===== config.mk =====
export PLATFORM = sky130hd
export DESIGN_NAME = vc_sec_arb_mux
export DESIGN_NICKNAME = d
export VERILOG_FILES = /design/src/rtl/vc_sec_pkg.sv /design/src/rtl/vc_RoundRobinArb.sv /design/src/rtl/vc_sec_arb_mux.sv
export SDC_FILE = /design/constraint.sdc
export NUM_CORES = 1
export LEC_CHECK = 0
export CORE_MARGIN = 2
export CORE_UTILIZATION = 47
export DETAILED_ROUTE_END_ITERATION = 7
export PLACE_DENSITY = 0.95
export REMOVE_ABC_BUFFERS = 1
export SLEW_MARGIN = 20
export SYNTH_ARGS = -nofsm -noshare
export SYNTH_HDL_FRONTEND = slang
export SYNTH_SLANG_ARGS = --single-unit

===== constraint.sdc =====
create_clock -name clk -period 8.7 [get_ports clk]
set_input_delay 1.305 -clock clk [delete_from_list [all_inputs] [get_ports clk]]
set_output_delay 1.305 -clock clk [all_outputs]
set_load 0.01 [all_outputs]

===== src/rtl/vc_sec_pkg.sv =====
`timescale 1ns/1ps
`default_nettype none
// ============================================================================
// Module : vc_sec_pkg
// Brief  : Shared definitions for the security-domain-aware arbitrating mux:
//          domain tag encodings, output-buffer FSM state encoding and a
//          small wrap helper used by round-robin index arithmetic.
// Ports  : none (package)
// Rev    : 1.0  initial release
// ============================================================================
package vc_sec_pkg;

  localparam logic DOMAIN_L = 1'b0;
  localparam logic DOMAIN_H = 1'b1;

  typedef enum logic [1:0] {
    STATE_EMPTY = 2'd0,
    STATE_FULL  = 2'd1,
    STATE_SCRUB = 2'd2
  } state_t;

  // Folds an index in [0, 2n-2] back into [0, n-1]; avoids a modulo so
  // non-power-of-two channel counts wrap explicitly.
  function automatic int rr_wrap(input int idx, input int n);
    return (idx >= n) ? (idx - n) : idx;
  endfunction

endpackage

`default_nettype wire


===== src/rtl/vc_RoundRobinArb.sv =====
`timescale 1ns/1ps
`default_nettype none
// ============================================================================
// Module : vc_RoundRobinArb
// Brief  : Combinational round-robin arbiter. Scans the request vector
//          starting at ptr and wrapping at p_ninputs; the first set request
//          wins.
// Ports  : req       - request vector, one bit per channel
//          ptr       - highest-priority channel index this cycle
//          grant     - one-hot grant (all zero when no request)
//          grant_idx - encoded index of the granted channel (0 when none)
//          grant_any - at least one request present
// Rev    : 1.0  initial release
// ============================================================================
module vc_RoundRobinArb
  import vc_sec_pkg::*;
#(
  parameter  int p_ninputs   = 4,
  localparam int p_sel_nbits = $clog2(p_ninputs)
) (
  input  logic [p_ninputs-1:0]   req,
  input  logic [p_sel_nbits-1:0] ptr,
  output logic [p_ninputs-1:0]   grant,
  output logic [p_sel_nbits-1:0] grant_idx,
  output logic                   grant_any
);

  always_comb begin
    int w_idx;
    grant     = '0;
    grant_idx = '0;
    grant_any = 1'b0;
    w_idx     = 0;
    for (int k = 0; k < p_ninputs; k++) begin
      w_idx = rr_wrap(int'(ptr) + k, p_ninputs);
      if (!grant_any && req[w_idx]) begin
        grant[w_idx] = 1'b1;
        grant_idx    = p_sel_nbits'(w_idx);
        grant_any    = 1'b1;
      end
    end
  end

endmodule

`default_nettype wire


===== src/rtl/vc_sec_arb_mux.sv =====
`timescale 1ns/1ps
`default_nettype none
// ============================================================================
// Module : vc_sec_arb_mux
// Brief  : N-input round-robin arbitrating mux with a one-entry registered
//          output buffer and val/rdy handshakes. Each message carries a
//          1-bit domain tag; a one-cycle scrub bubble separates output
//          messages of different domains so the output never shows data of
//          one domain in a cycle tagged with another.
// Ports  : clk, reset           - clock, synchronous active-high reset
//          in_val/in_rdy        - per-channel handshake (in_rdy one-hot/zero)
//          in_msg               - channel i at [i*p_nbits +: p_nbits]
//          in_domain            - per-channel domain tag
//          out_val/out_rdy      - downstream handshake
//          out_msg/out_domain   - buffered message and its domain
//          out_grant            - channel that produced out_msg
// Rev    : 1.0  initial release
// ============================================================================
module vc_sec_arb_mux
  import vc_sec_pkg::*;
#(
  parameter  int p_nbits     = 32,
  parameter  int p_ninputs   = 4,
  localparam int p_sel_nbits = $clog2(p_ninputs)
) (
  input  logic                           clk,
  input  logic                           reset,
  input  logic [p_ninputs-1:0]           in_val,
  output logic [p_ninputs-1:0]           in_rdy,
  input  logic [p_ninputs*p_nbits-1:0]   in_msg,
  input  logic [p_ninputs-1:0]           in_domain,
  output logic                           out_val,
  input  logic                           out_rdy,
  output logic [p_nbits-1:0]             out_msg,
  output logic                           out_domain,
  output logic [p_sel_nbits-1:0]         out_grant
);

  state_t                   r_state;
  state_t                   w_state_next;
  logic [p_nbits-1:0]       r_msg;
  logic                     r_domain;
  logic [p_sel_nbits-1:0]   r_grant;
  logic                     r_last_domain;
  logic [p_sel_nbits-1:0]   r_ptr;

  logic [p_ninputs-1:0]     w_grant_oh;
  logic [p_sel_nbits-1:0]   w_gidx;
  logic                     w_any;
  logic                     w_can_accept;
  logic                     w_accept;
  logic                     w_out_fire;
  logic                     w_ref_domain;
  logic                     w_same_domain;
  logic [p_sel_nbits-1:0]   w_ptr_next;
  int                       w_lsb;

  vc_RoundRobinArb #(
    .p_ninputs (p_ninputs)
  ) u_arb (
    .req       (in_val),
    .ptr       (r_ptr),
    .grant     (w_grant_oh),
    .grant_idx (w_gidx),
    .grant_any (w_any)
  );

  assign w_can_accept = (r_state == STATE_EMPTY) ||
                        ((r_state == STATE_FULL) && out_rdy);
  assign w_accept     = w_any && w_can_accept;
  assign in_rdy       = w_can_accept ? w_grant_oh : '0;
  assign w_out_fire   = (r_state == STATE_FULL) && out_rdy;

  // While FULL the incoming message follows the one currently leaving, so
  // its domain is the reference; otherwise the last departed domain is.
  assign w_ref_domain  = (r_state == STATE_FULL) ? r_domain : r_last_domain;
  assign w_same_domain = (in_domain[w_gidx] == w_ref_domain);

  assign w_lsb      = int'(w_gidx) * p_nbits;
  assign w_ptr_next = (int'(w_gidx) == p_ninputs - 1) ? '0 : (w_gidx + 1'b1);

  always_ff @(posedge clk) begin
    if (reset) begin
      r_state <= STATE_EMPTY;
    end else begin
      r_state <= w_state_next;
    end
  end

  always_comb begin
    w_state_next = r_state;
    unique case (r_state)
      STATE_EMPTY: begin
        if (w_accept) begin
          w_state_next = w_same_domain ? STATE_FULL : STATE_SCRUB;
        end
      end
      STATE_FULL: begin
        if (w_accept) begin
          w_state_next = w_same_domain ? STATE_FULL : STATE_SCRUB;
        end else if (out_rdy) begin
          w_state_next = STATE_EMPTY;
        end
      end
      STATE_SCRUB: begin
        w_state_next = STATE_FULL;
      end
      default: begin
        w_state_next = STATE_EMPTY;
      end
    endcase
  end

  always_ff @(posedge clk) begin
    if (reset) begin
      r_msg         <= '0;
      r_domain      <= DOMAIN_L;
      r_grant       <= '0;
      r_last_domain <= DOMAIN_L;
      r_ptr         <= '0;
    end else begin
      if (w_out_fire) begin
        r_last_domain <= r_domain;
      end
      if (w_accept) begin
        r_msg    <= in_msg[w_lsb +: p_nbits];
        r_domain <= in_domain[w_gidx];
        r_grant  <= w_gidx;
        r_ptr    <= w_ptr_next;
      end
    end
  end

  // Buffer contents are masked outside FULL so a scrubbing or empty cycle
  // never exposes the held message.
  assign out_val    = (r_state == STATE_FULL);
  assign out_msg    = out_val ? r_msg    : '0;
  assign out_domain = out_val ? r_domain : r_last_domain;
  assign out_grant  = out_val ? r_grant  : '0;

endmodule

`default_nettype wire


==> metrics.md <==
| Metric | Value |
|---|---|
| Initial antenna violation count | `0` |
| Req. time, crit path | `7.39 ns` |
| Peak-usage layer in the global routing report | `met2` |
| Cells after synthesis | `569` |
| Design area | `5950 um2` |
| Detail Route Antenna Nets | `0` |
| CP delay by family, top | `buffers and inverters` |
| Largest net degree at the start of global routing | `98` |
| Met2 Use GR | `0.518` |
| Clock power frac | `0.068` |
| Vias after detailed routing | `5247` |
| Ys async rst share | `0` |
| GR Layer Usage met3 | `0.0417` |
| Total GRT Usage | `0.293` |
| Gr ovfl total | `0` |
| Leak | `0.00238 uW` |
| Leading area contributor after synthesis | `dfxtp_1` |
| Top cell by count, worst path | `clkdlybuf4s50_1` |
| H-tree depth | `2` |
| I/O Buffers | `178` |
| Synth top area share | `0.195` |
| Max VDD drop | `0.207 mV` |
| Layout Skew | `0.00780 ns` |
| Power per cell area | `300 nW/um2` |
| Worst relative slew slack | `0.342` |
| Worst path max stage delay | `0.69 ns` |
| Net Sw Frac | `0.497` |
| Min cycle time layout | `5.43 ns` |
| CTS max path bufs | `2` |
| Cts repair resizes | `0` |
| Hold Crit Class | `register to register` |
| CP Capture Type | `primary output` |
| Multi-input logic area | `3060 um2` |
| DR WL/cell | `18.8 um` |
| Register area | `802 um2` |
| Gpl congestion | `0.876` |
| Detail-routed via count per cell | `6.50` |
| Critical path's slowest cell | `mux4_2` |
| Diodes inserted | `0` |
| Hold_buf cts | `0` |
| Dpl hpwl | `10100 um` |
| Met1 Use GR | `0.362` |
| Clock sinks | `40` |
| CTS tree | `yes` |
| Vias in the first global route | `5034` |
| Most frequent cell after synthesis | `nand2_1` |
| Root Buffer | `clkbuf_8` |
| CTS buffer count | `5` |
| Synth Flop Type | `dfxtp_1` |
| Area contributors post-synth | `dfxtp_1, nand2_1, a222oi_1, a211o_1, a22o_1` |
| Part of the power in registers | `0.158` |
| Number of enable flip-flop cells after synthesis | `0` |
| Syn_area_per_cell | `7.23 um2` |
| Fmax | `0.184 GHz` |
| WS Path Type | `primary input to primary output` |
| Core Box Area | `8590 um2` |
| Initial Util | `0.479` |
| Fillers | `678` |
| Failing checks | `DRC` |
| Finish-stage setup viols | `0` |
| Drt pass-1 iters | `8` |
| Routed WL | `15100 um` |
| Critical Path AT | `4.13 ns` |
| IO Pins | `179` |
| Max cap viols | `0` |
| Synth warn | `0` |
| Final period util | `0.624` |
| Cell Area, Placed | `5850 um2` |
| Crit path cell chain | `clkdlybuf4s50_1 -> mux4_2 -> or3_4 -> nor2b_1 -> a221oi_1 -> nor2_1 -> clkdlybuf4s50_1` |
| Setup TNS | `0 ns` |
| Final Max Slew Viols | `0` |
| Combinational Power Share | `0.773` |
| Pint | `900 uW` |
| Post-CTS setup buffer count | `0` |
| Netlist cell types | `45` |
| DRC | `4` |
| Startpoint types | `primary input` |
| RSZ-0062 raised after global routing | `false` |
| Synth top cells by count | `nand2_1, a21oi_1, nor2b_1, clkbuf_1, dfxtp_1` |
| Final Util | `0.692` |
| Slew @ Worst Pin | `0.986 ns` |
| Share of cells above drive strength 1 | `0.0501` |
| Rows | `34` |
| First-pass GRT wire length | `23900 um` |
| Die width | `97.6 um` |
| Layout area overhead | `44.6%` |
| DRC violation total after the first TritonRoute iteration | `531` |
| Synth Cell Area | `4120 um2` |
| Crit Path Max Fanout | `12` |
| Register area share after synthesis | `0.195` |
| Clock edge transition at the registers on the reported setup and hold paths | `0.08 ns` |
| Status | `finished with violations` |
| Die height | `97.6 um` |
| Worst path bufs/invs | `2` |
| Psw | `887 uW` |
| Nets | `842` |
| Latest clock arrival within the worst-skew pair | `0.29 ns` |
| Final Hold Viols | `0` |
| Flops & latches, synth | `40` |
| Die footprint | `9520 um2` |
[per-layer routing]
layer | vias up | part of all wire | wire length (um)
met5 | - | 0 | 0
li1 | 2397 | - | -
met4 | 0 | 0.035 | 527
met3 | 45 | 0.077 | 1170
met1 | 2520 | 0.39 | 5900
met2 | 285 | 0.50 | 7540
[registers in the layout, summed over array words and instances, names as in the netlist]
| signal | cells |
|---|---|
| r_state | 2 |
| r_ptr | 2 |
| r_domain | 1 |
| r_msg | 32 |
| r_grant | 2 |
| r_last_domain | 1 |
[layout by cell type (no fill, tap or decap), types with 2 or more instances in the layout]
cell type	instances
a211o_1	32
clkbuf_8	5
nand3b_1	3
nor2b_1	38
a21oi_1	41
mux2_2	2
a222oi_1	32
nor2b_2	2
inv_1	5
and2_1	34
or3_4	2
buf_4	7
o21ai_0	33
ha_1	4
nand2_2	2
o21bai_1	2
mux4_2	4
nand3_1	2
mux2i_1	9
clkdlybuf4s50_1	178
dfxtp_1	39
o211ai_1	2
nand2_1	101
a22oi_1	36
nand2b_1	6
nor2_1	17
a22o_1	32
a221oi_1	4
xnor2_1	2
[layout make-up]
| cell class | instances | area share |
|---|---|---|
| Clock buffer | 5 | 0.0116 |
| Clock inverter | 2 | 0.00210 |
| Inverter | 5 | 0.00315 |
| Multi-Input combinational cell | 461 | 0.515 |
| Sequential cell | 40 | 0.135 |
| Tap cell | 108 | 0.0227 |
| Timing Repair Buffer | 186 | 0.311 |
[per-stage QoR]
step	total power [uW]	instances	worst slack (ns)	hold WS, ns
3_5_place_dp	1640	799	3.31	0.444
5_1_grt	1920	807	3.17	0.470
6_report	1790	807	3.27	0.457
3_3_place_gp	1580	799	3.49	0.434
4_1_cts	1770	806	3.30	0.461
2_1_floorplan	1210	506	-0.116	0.427
[final timing paths]
check,from,endpoint,slack [ns],cells after the start
worst max-delay path,in_val[2],in_rdy[3],3.27,7
worst min-delay path,r_msg[12],r_msg[12],0.46,1
worst min register to register,r_msg[12],r_msg[12],0.46,1
worst max register to register,r_ptr[1],r_msg[22],4.42,11
[worst reg2reg max path, cell delays in order, from the launching register on]
cell      delay (ns)
dfxtp_1         0.65
inv_1           0.15
ha_1            0.51
mux4_2          0.70
nor2b_4         0.21
buf_4           0.71
nor2_2          0.06
buf_4           0.28
a22o_1          0.25
a222oi_1        0.32
nor2b_1         0.11
a211o_1         0.24
[power by group through the flow]
stage | registers [uW] | logic [uW] | clock network (uW)
after floorplan | 311 | 902 | 0
after detailed placement | 286 | 1350 | 0
after CTS | 282 | 1360 | 125
final | 283 | 1380 | 122
after global routing | 289 | 1500 | 130
after global placement | 281 | 1300 | 0
[cell families after synthesis]
family | after synthesis | synth area share
multiplexers | 15 | 0.0492
AO/OA/AOI/OAI | 226 | 0.411
buffers and inverters | 68 | 0.0708
adder cells (fa/ha/maj) | 4 | 0.0122
flip-flops | 40 | 0.195
AND/OR/NAND/NOR | 214 | 0.258
XOR/XNOR | 2 | 0.00426
Power figures use the tool's default switching activity.
